**config.mk**
```make
export PLATFORM = sky130hd
export DESIGN_NAME = apb_master_bridge
export DESIGN_NICKNAME = d
export VERILOG_FILES = /design/src/rtl/apb_master_bridge.sv
export SDC_FILE = /design/constraint.sdc
export NUM_CORES = 1
export LEC_CHECK = 0
export ABC_AREA = 0
export BUFFER_PORTS_ARGS = -buffer_cell sky130_fd_sc_hd__buf_4
export CORE_UTILIZATION = 50
export CTS_CLUSTER_SIZE = 20
export DETAILED_ROUTE_END_ITERATION = 10
export GPL_ROUTABILITY_DRIVEN = 1
export GPL_TIMING_DRIVEN = 0
export MAX_ROUTING_LAYER = met4
export PLACE_DENSITY = 0.79
export SYNTH_ARGS = -nofsm -noshare
export SYNTH_HDL_FRONTEND = slang
export SYNTH_SLANG_ARGS = --single-unit
```
**constraint.sdc**
```tcl
create_clock -name i_PCLK -period 2.5 [get_ports i_PCLK]
set_input_delay 0 -clock i_PCLK [delete_from_list [all_inputs] [get_ports i_PCLK]]
set_output_delay 0 -clock i_PCLK [all_outputs]
set_load 0.01 [all_outputs]
```
**src/rtl/apb_master_bridge.sv**
```systemverilog
// APB master bridge: turns a valid/ready command into one APB SETUP/ACCESS transfer
// and reports completion, slave error or PREADY timeout as a single-cycle response.
module apb_master_bridge #(
   parameter int WDATA   = 8,
   parameter int WADDR   = 8,
   parameter int TIMEOUT = 16
) (
   input  logic             i_PCLK,
   input  logic             i_PRESET,
   input  logic             i_cmd_valid,
   output logic             o_cmd_ready,
   input  logic             i_cmd_write,
   input  logic [WADDR-1:0] i_cmd_addr,
   input  logic [WDATA-1:0] i_cmd_wdata,
   output logic             o_rsp_valid,
   output logic [WDATA-1:0] o_rsp_rdata,
   output logic             o_rsp_err,
   output logic             o_rsp_timeout,
   output logic             o_PSELx,
   output logic             o_PENABLE,
   output logic             o_PWRITE,
   output logic [WADDR-1:0] o_PADDR,
   output logic [WDATA-1:0] o_PWDATA,
   input  logic             i_PREADY,
   input  logic             i_PSLVERR,
   input  logic [WDATA-1:0] i_PRDATA
);

   typedef enum logic [1:0] {IDLE, SETUP, ACCESS} state_t;

   // counter value seen on the edge that would bring it to TIMEOUT
   localparam logic [7:0] WAIT_LAST = 8'(TIMEOUT - 1);

   state_t           state, state_nx;
   logic [7:0]       wait_cnt, wait_cnt_nx;
   logic             cmd_ready_nx, rsp_valid_nx, rsp_err_nx, rsp_timeout_nx;
   logic             psel_nx, penable_nx, pwrite_nx;
   logic [WDATA-1:0] rsp_rdata_nx, pwdata_nx;
   logic [WADDR-1:0] paddr_nx;

   always_comb begin
      state_nx       = state;
      wait_cnt_nx    = wait_cnt;
      rsp_valid_nx   = 1'b0;
      rsp_rdata_nx   = o_rsp_rdata;
      rsp_err_nx     = o_rsp_err;
      rsp_timeout_nx = o_rsp_timeout;
      psel_nx        = o_PSELx;
      penable_nx     = o_PENABLE;
      pwrite_nx      = o_PWRITE;
      paddr_nx       = o_PADDR;
      pwdata_nx      = o_PWDATA;
      case (state)
         IDLE: begin
            if (i_cmd_valid && o_cmd_ready) begin
               state_nx   = SETUP;
               psel_nx    = 1'b1;
               penable_nx = 1'b0;
               pwrite_nx  = i_cmd_write;
               paddr_nx   = i_cmd_addr;
               pwdata_nx  = i_cmd_wdata;
            end
         end
         SETUP: begin
            state_nx    = ACCESS;
            penable_nx  = 1'b1;
            wait_cnt_nx = '0;
         end
         ACCESS: begin
            // PREADY wins over a timeout on the same edge
            if (i_PREADY) begin
               state_nx       = IDLE;
               psel_nx        = 1'b0;
               penable_nx     = 1'b0;
               rsp_valid_nx   = 1'b1;
               rsp_err_nx     = i_PSLVERR;
               rsp_timeout_nx = 1'b0;
               rsp_rdata_nx   = o_PWRITE ? '0 : i_PRDATA;
            end else begin
               wait_cnt_nx = wait_cnt + 8'd1;
               if (wait_cnt == WAIT_LAST) begin
                  state_nx       = IDLE;
                  psel_nx        = 1'b0;
                  penable_nx     = 1'b0;
                  rsp_valid_nx   = 1'b1;
                  rsp_err_nx     = 1'b1;
                  rsp_timeout_nx = 1'b1;
                  rsp_rdata_nx   = '0;
               end
            end
         end
         default: state_nx = IDLE;
      endcase
      cmd_ready_nx = (state_nx == IDLE);
   end

   always_ff @(posedge i_PCLK) begin
      if (i_PRESET) begin
         state         <= IDLE;
         wait_cnt      <= '0;
         o_cmd_ready   <= 1'b0;
         o_rsp_valid   <= 1'b0;
         o_rsp_rdata   <= '0;
         o_rsp_err     <= 1'b0;
         o_rsp_timeout <= 1'b0;
         o_PSELx       <= 1'b0;
         o_PENABLE     <= 1'b0;
         o_PWRITE      <= 1'b0;
         o_PADDR       <= '0;
         o_PWDATA      <= '0;
      end else begin
         state         <= state_nx;
         wait_cnt      <= wait_cnt_nx;
         o_cmd_ready   <= cmd_ready_nx;
         o_rsp_valid   <= rsp_valid_nx;
         o_rsp_rdata   <= rsp_rdata_nx;
         o_rsp_err     <= rsp_err_nx;
         o_rsp_timeout <= rsp_timeout_nx;
         o_PSELx       <= psel_nx;
         o_PENABLE     <= penable_nx;
         o_PWRITE      <= pwrite_nx;
         o_PADDR       <= paddr_nx;
         o_PWDATA      <= pwdata_nx;
      end
   end

endmodule

```
==> summary.txt, run 1 <==
Starting Density = 53.8%
clk_lat worst skew = 0.33 ns
hold_sp = i_PRDATA[6]
Reg area = 821 sq um
hold crit path type = primary input to register
antenna violations before repair = 0
post-DP HPWL = 3050 microns
DRT antenna net count = 0
max_slew headroom = 60.8%
crit-path cells = ha_1 > and3_1 > a21o_1 > buf_4 > a2111oi_2
clock skew = 0.00903 ns
total wire length = 4670 microns
# DRC = 0
Net Count, Synth = 240
final worst path period share = 64.9%
Distinct cells, synth = 40
flop-to-flop setup slack = 0.88 ns
CTS tree = built
DP Area = 2340 sq um
CP Data Required Time = 2.74 ns
fin util = 75.7%
Via density = 5.31
TritonRoute pass-1 iters = 4
Antenna Cells = 0
vias in the first global route = 1704
startpoint types = register
R2R Path Start = wait_cnt[0]$_SDFFE_PP0P_
#FFs+latches synth = 41
Placer Congestion = 0.755
CTS buffer count = 5
Leak = 1.05 nW
CP arrival = 1.86 ns
Worst setup EP type = register
GRT Overall Usage = 25.3%
Worst path slowest cell = dfxtp_1
Core Footprint = 3420 sq um
Pwr per Cell Area = 477 nW/um^2
chip width = 62.6 microns
status = finished, final reports clean
fin area = 2590 sq um
unrepaired setup endpoints after global routing = no
Final min period = 1.62 ns
Synth Flop Type = dfxtp_1
fin nets = 325
drt wl/cell = 13.7 microns
row cnt = 21
Vias = 1807
area of the multi-input gates = 920 sq um
first-pass GRT wire length = 7690 microns
final setup fails = 0
CP Class = register to register
Mean Syn Cell Area = 8.79 sq um
Syn Std Cell Area = 1840 sq um
actual slew at the worst max-slew pin = 0.589 ns
detailed router's first-iteration violation count = 114
layout cells sized above 1 = 31.3%
Final Power = 1.23 mW
crit-path leading delay family = compound AO/OA/AOI/OAI gates
Seq/Total Area, Yosys = 44.7%
setup TNS = 0 ns
asr flop ratio synth = 0%
total die area = 3920 sq um
grt total ovfl = 0
Die Y = 62.6 microns
crit path buf inv count = 1
Synth Instances = 209
VDD IR-drop max = 655 uV
critical path peak fanout = 10
EDFF count, synth = 0
Max clock buf depth = 2
Ports = 61
YS warnings = 0
MaxCap Viol Count = 0
Final Hold Slack = 0.0107 ns
H-Tree Depth = 2
Pins Over Slew Limit = 0
Max Clk Rate = 0.617 GHz
number of fillers in the final layout = 289
Area Growth Syn to Fin = 40.8%
crit path from = wait_cnt[0]$_SDFFE_PP0P_
Final Hold Viols = 0
Port Buffer Count = 59
Root Buffer = clkbuf_4
Gates resized, CTS repair = 0
Reg clk slew, reported paths = 0.12 ns
CP peak stage delay = 0.37 ns
CTS Sinks = 41
largest net degree at the start of global routing = 13
layout make-up:
type	count	area share (%)
Timing Repair Buffer	78	24.5
Multi-Input combinational cell	149	35.6
Buffer	17	3.43
Tap cell	46	2.23
Sequential cell	41	31.7
Inverter	2	0.290
Clock inverter	1	0.290
Clock buffer	6	1.98
synth_stat cells (3+ instances only):
| cell type | n | area share, % |
|---|---|---|
| nand3_1 | 3 | 0.82 |
| o311ai_0 | 4 | 1.9 |
| nand2b_1 | 3 | 1.0 |
| nor4bb_1 | 3 | 1.6 |
| nand2_1 | 40 | 8.2 |
| buf_2 | 8 | 2.2 |
| a211oi_1 | 4 | 1.6 |
| nor2_1 | 6 | 1.2 |
| a211oi_2 | 8 | 5.4 |
| clkbuf_1 | 4 | 0.82 |
| dfxtp_1 | 41 | 45 |
| a21oi_1 | 41 | 11 |
| nor2b_1 | 7 | 2.4 |
placed cells by master, fill, tap and decap left out, drive strengths merged:
cell,netlist,layout
clkinvlp,0,1
o311ai,4,4
nand3,3,3
dlygate4sd3,0,19
a21oi,42,42
dfxtp,41,41
a21o,2,2
or2,2,2
nor4,2,2
a211oi,12,12
and3b,1,1
ha,1,1
o22ai,1,1
inv,2,2
clkbuf,4,10
and4b,2,2
nor3b,2,2
and2b,1,1
nor2b,7,7
a2111oi,2,2
o21bai,2,2
nor2,6,6
or4,2,2
o32ai,1,1
a31oi,1,1
nor4bb,3,3
nand3b,2,2
nand2,40,40
mux2,1,1
buf,13,72
nor3,1,1
nand2b,3,3
nand4bb,1,1
and3,1,1
o2bb2ai,1,1
path summary, 6_finish.rpt:
path	to	depth (start not counted)
setup / recovery	o_PENABLE$_SDFFE_PP0P_	5
hold / removal	o_rsp_rdata[6]$_SDFFE_PP0P_	3
setup reg to reg	o_PENABLE$_SDFFE_PP0P_	5
hold reg to reg	o_PADDR[4]$_SDFFE_PP0P_	2
per-layer routing:
metal,part of all wire [%],global-route usage [%],vias to the layer above
li1,-,-,914
met1,44,30.0,829
met2,50,42.4,53
met3,4.2,4.74,11
met4,1.6,9.59,0
met5,0,-,-
registers in the layout, indices dropped and copies added, names as in the netlist:
signal,flops
o_rsp_rdata,8
state,2
o_PADDR,8
o_rsp_valid,1
o_PWRITE,1
o_PWDATA,8
o_cmd_ready,1
o_rsp_err,1
o_rsp_timeout,1
o_PSELx,1
wait_cnt,8
o_PENABLE,1
repair_timing:
action | in CTS | in global routing
hold endpoints to repair | 18 | 1
buffers inserted | 0 | 0
hold buffers | 18 | 1
logic make-up (layout without fill, tap and decap cells):
logic type                 count (synthesis)  count (layout)  synth area share, %
adders and majority gates                  1               1                0.681
buffers and inverters                     19             104                 5.25
and+or+nand+nor                           79              79                 23.2
muxes                                      1               1                0.613
DFF                                       41              41                 44.7
AOI/OAI and AO/OA                         68              68                 25.5
worst min-delay path: cells and delay by family:
| family | cells | cell delay [ns] |
|---|---|---|
| compound gates | 2 | 0.23 |
| buf+inv | 1 | 0.08 |
power breakdown:
group	switching [mW]	leakage (nW)	total, mW	internal, mW
sequential	0.0145	0.333	0.690	0.675
clock	0.206	0.0303	0.338	0.132
combinational	0.0987	0.686	0.206	0.107
total	0.319	1.05	1.23	0.914
per-stage QoR:
step | instances | worst slack (ns)
floorplan | 209 | 1.04
global placement | 314 | 0.912
detailed placement | 314 | 0.910
CTS | 339 | 0.869
global route | 340 | 0.791
finish | 340 | 0.878
(Power assumes the default switching activity.)
==> run 2: changes to the inputs <==
--- a/config.mk
+++ b/config.mk
@@ -7,13 +7,13 @@
 export LEC_CHECK = 0
 export ABC_AREA = 0
 export BUFFER_PORTS_ARGS = -buffer_cell sky130_fd_sc_hd__buf_4
-export CORE_UTILIZATION = 50
+export CORE_UTILIZATION = 49
 export CTS_CLUSTER_SIZE = 20
 export DETAILED_ROUTE_END_ITERATION = 10
 export GPL_ROUTABILITY_DRIVEN = 1
 export GPL_TIMING_DRIVEN = 0
 export MAX_ROUTING_LAYER = met4
-export PLACE_DENSITY = 0.79
+export PLACE_DENSITY = 0.78
 export SYNTH_ARGS = -nofsm -noshare
 export SYNTH_HDL_FRONTEND = slang
 export SYNTH_SLANG_ARGS = --single-unit
==> constraint.sdc (replaced) <==
create_clock -name i_PCLK -period 1.58 [get_ports i_PCLK]
set_input_delay 0 -clock i_PCLK [delete_from_list [all_inputs] [get_ports i_PCLK]]
set_output_delay 0 -clock i_PCLK [all_outputs]
set_load 0.01 [all_outputs]
==> summary.txt, run 2 (synthesis gave the netlist of run 1 again) <==
status = finished, final reports clean (unchanged)
fin area = 2650 sq um (was 2590 sq um)
commonest cells after routing, fill and taps aside = 61 x buf_4, 41 x a21oi_1, 40 x nand2_1 (was 61 x buf_4, 41 x a21oi_1, 41 x dfxtp_1)
worst reg2reg path depth = 5 (unchanged)
critical path peak fanout = 10 (unchanged)
Post-CTS Setup Inserts = 0 (unchanged)
Final Hold Viols = 0 (unchanged)
CTS buffer count = 5 (unchanged)
final worst path period share = 95.7% (was 64.9%)
first-pass GRT wire length = 7890 microns (was 7690 microns)
largest net degree at the start of global routing = 13 (unchanged)
VDD IR-drop max = 656 uV (was 655 uV)
row cnt = 21 (unchanged)
Hold Path Depth = 4 (was 3)
total die area = 4000 sq um (was 3920 sq um)
reg-to-reg critical path endpoint = o_PENABLE$_SDFFE_PP0P_ (unchanged)
Final min period = 1.51 ns (was 1.62 ns)
Leak = 1.07 nW (was 1.05 nW)
antenna violations before repair = 0 (unchanged)
grt total ovfl = 0 (unchanged)
Pwr per Cell Area = 867 nW/um^2 (was 477 nW/um^2)
post-DP HPWL = 3070 microns (was 3050 microns)
Ports = 61 (unchanged)
Reg clk slew, reported paths = 0.08 ns (was 0.12 ns)
chip width = 63.2 microns (was 62.6 microns)
GRT Overall Usage = 25.9% (was 25.3%)
unrepaired setup endpoints after global routing = no (unchanged)
H-Tree Depth = 2 (unchanged)
setup TNS = 0 ns (unchanged)
MaxCap Viol Count = 0 (unchanged)
CP Class = register to register (unchanged)
flop-to-flop setup slack = 0.07 ns (was 0.88 ns)
drt wl/cell = 14.6 microns (was 13.7 microns)
CTS Sinks = 41 (unchanged)
total wire length = 4950 microns (was 4670 microns)
final setup fails = 0 (unchanged)
Antenna Cells = 0 (unchanged)
clock skew = 0.00387 ns (was 0.00903 ns)
Max Clk Rate = 0.661 GHz (was 0.617 GHz)
DRT antenna net count = 0 (unchanged)
number of fillers in the final layout = 270 (was 289)
startpoint types = register (unchanged)
CP arrival = 1.71 ns (was 1.86 ns)
Max clock buf depth = 2 (unchanged)
Core Footprint = 3470 sq um (was 3420 sq um)
vias in the first global route = 1737 (was 1704)
Pins Over Slew Limit = 0 (unchanged)
Place WS = 0.00695 ns (was 0.910 ns)
Area Growth Syn to Fin = 44.5% (was 40.8%)
CTS tree = built (unchanged)
actual slew at the worst max-slew pin = 0.584 ns (was 0.589 ns)
clk_lat worst skew = 0.29 ns (was 0.33 ns)
hold_sp = i_cmd_valid (was i_PRDATA[6])
# DRC = 0 (unchanged)
Port Buffer Count = 59 (unchanged)
commonest non-fill, non-tap cell in the layout = buf_4 (unchanged)
Starting Density = 53.0% (was 53.8%)
R2R Path Start = wait_cnt[0]$_SDFFE_PP0P_ (unchanged)
layout cells sized above 1 = 33.8% (was 31.3%)
Reg area = 825 sq um (was 821 sq um)
TritonRoute pass-1 iters = 4 (unchanged)
fin nets = 323 (was 325)
hold crit path type = primary input to register (unchanged)
Layout Cells excl Fill = 339 (was 340)
Die Y = 63.2 microns (was 62.6 microns)
Final Power = 2.30 mW (was 1.23 mW)
CP Data Required Time = 1.78 ns (was 2.74 ns)
max_slew headroom = 61.0% (was 60.8%)
Via density = 5.41 (was 5.31)
setup ws final = 0.0679 ns (was 0.878 ns)
DP Area = 2340 sq um (unchanged)
Placer Congestion = 0.784 (was 0.755)
placed insts = 314 (unchanged)
Worst setup EP type = register (unchanged)
detailed router's first-iteration violation count = 112 (was 114)
Vias = 1835 (was 1807)
Root Buffer = clkbuf_8 (was clkbuf_4)
area of the multi-input gates = 940 sq um (was 920 sq um)
hold endpoint = o_cmd_ready$_SDFF_PP0_ (was o_rsp_rdata[6]$_SDFFE_PP0P_)
-- run 2: cell count changes in the layout (fill, tap and decap cells not counted), moves of 2 or more --
| cell | delta |
|---|---|
| dfxtp_1 | -3 |
| buf_2 | -2 |
| clkbuf_4 | -3 |
| dfxtp_2 | +3 |
| clkbuf_8 | +5 |
| dlygate4sd3_1 | -2 |
-- run 2: per-layer routing --
layer	routed length [microns]	vias to the layer above	global-route usage, %
li1	-	905	-
met1	2110	853	30.0
met2	2430	64	43.4
met3	285	13	5.80
met4	127	0	10.2
met5	0	-	-
-- run 2: metrics by stage --
step / hold slack, ns / util (%)
after floorplan: 0.136 / -
after global placement: 0.248 / 67.4
after detailed placement: 0.258 / 67.4
after CTS: 0.0427 / 75.7
after global routing: 0.0512 / 76.5
final: 0.0433 / 76.5
-- run 2: layout make-up --
class	instances	area share [%]
Tap cell	46	2.17
Sequential cell	41	31.1
Clock inverter	1	1.13
Timing Repair Buffer	76	23.1
Clock buffer	7	3.25
Buffer	17	3.58
Multi-Input combinational cell	149	35.4
Inverter	2	0.283
-- run 2: how the worst max path moves through the flow --
stage | end | slack, ns | startpoint | cells past startpoint
2_1_floorplan | o_PENABLE$_SDFFE_PP0P_ | 0.12 | wait_cnt[0]$_SDFFE_PP0P_ | 5
3_3_place_gp | o_PENABLE$_SDFFE_PP0P_ | 0.02 | wait_cnt[0]$_SDFFE_PP0P_ | 5
3_5_place_dp | o_PENABLE$_SDFFE_PP0P_ | 0.007 | wait_cnt[0]$_SDFFE_PP0P_ | 5
4_1_cts | o_PENABLE$_SDFFE_PP0P_ | 0.05 | wait_cnt[0]$_SDFFE_PP0P_ | 5
5_1_grt | o_PENABLE$_SDFFE_PP0P_ | 0.008 | wait_cnt[0]$_SDFFE_PP0P_ | 5
6_report | o_PENABLE$_SDFFE_PP0P_ | 0.07 | wait_cnt[0]$_SDFFE_PP0P_ | 5
-- run 2: what timing repair did --
action	in CTS	in global routing
endpoints found under the setup margin	1	16
hold endpoints to repair	17	0
gates resized for setup	1	10
hold buffers	17	0
-- run 2: report_power, final --
group | internal [mW] | total, mW | switching, mW
registers | 1.07 | 1.09 | 0.0260
logic | 0.170 | 0.326 | 0.156
clock network | 0.515 | 0.880 | 0.365
total | 1.75 | 2.30 | 0.547
-- run 2: critical path, stage by stage, from the launching register on --
cell and delay [ns]:
dfxtp_2 0.35, ha_2 0.22, and3_1 0.22, a21o_1 0.16
buf_4 0.18, a2111oi_2 0.28
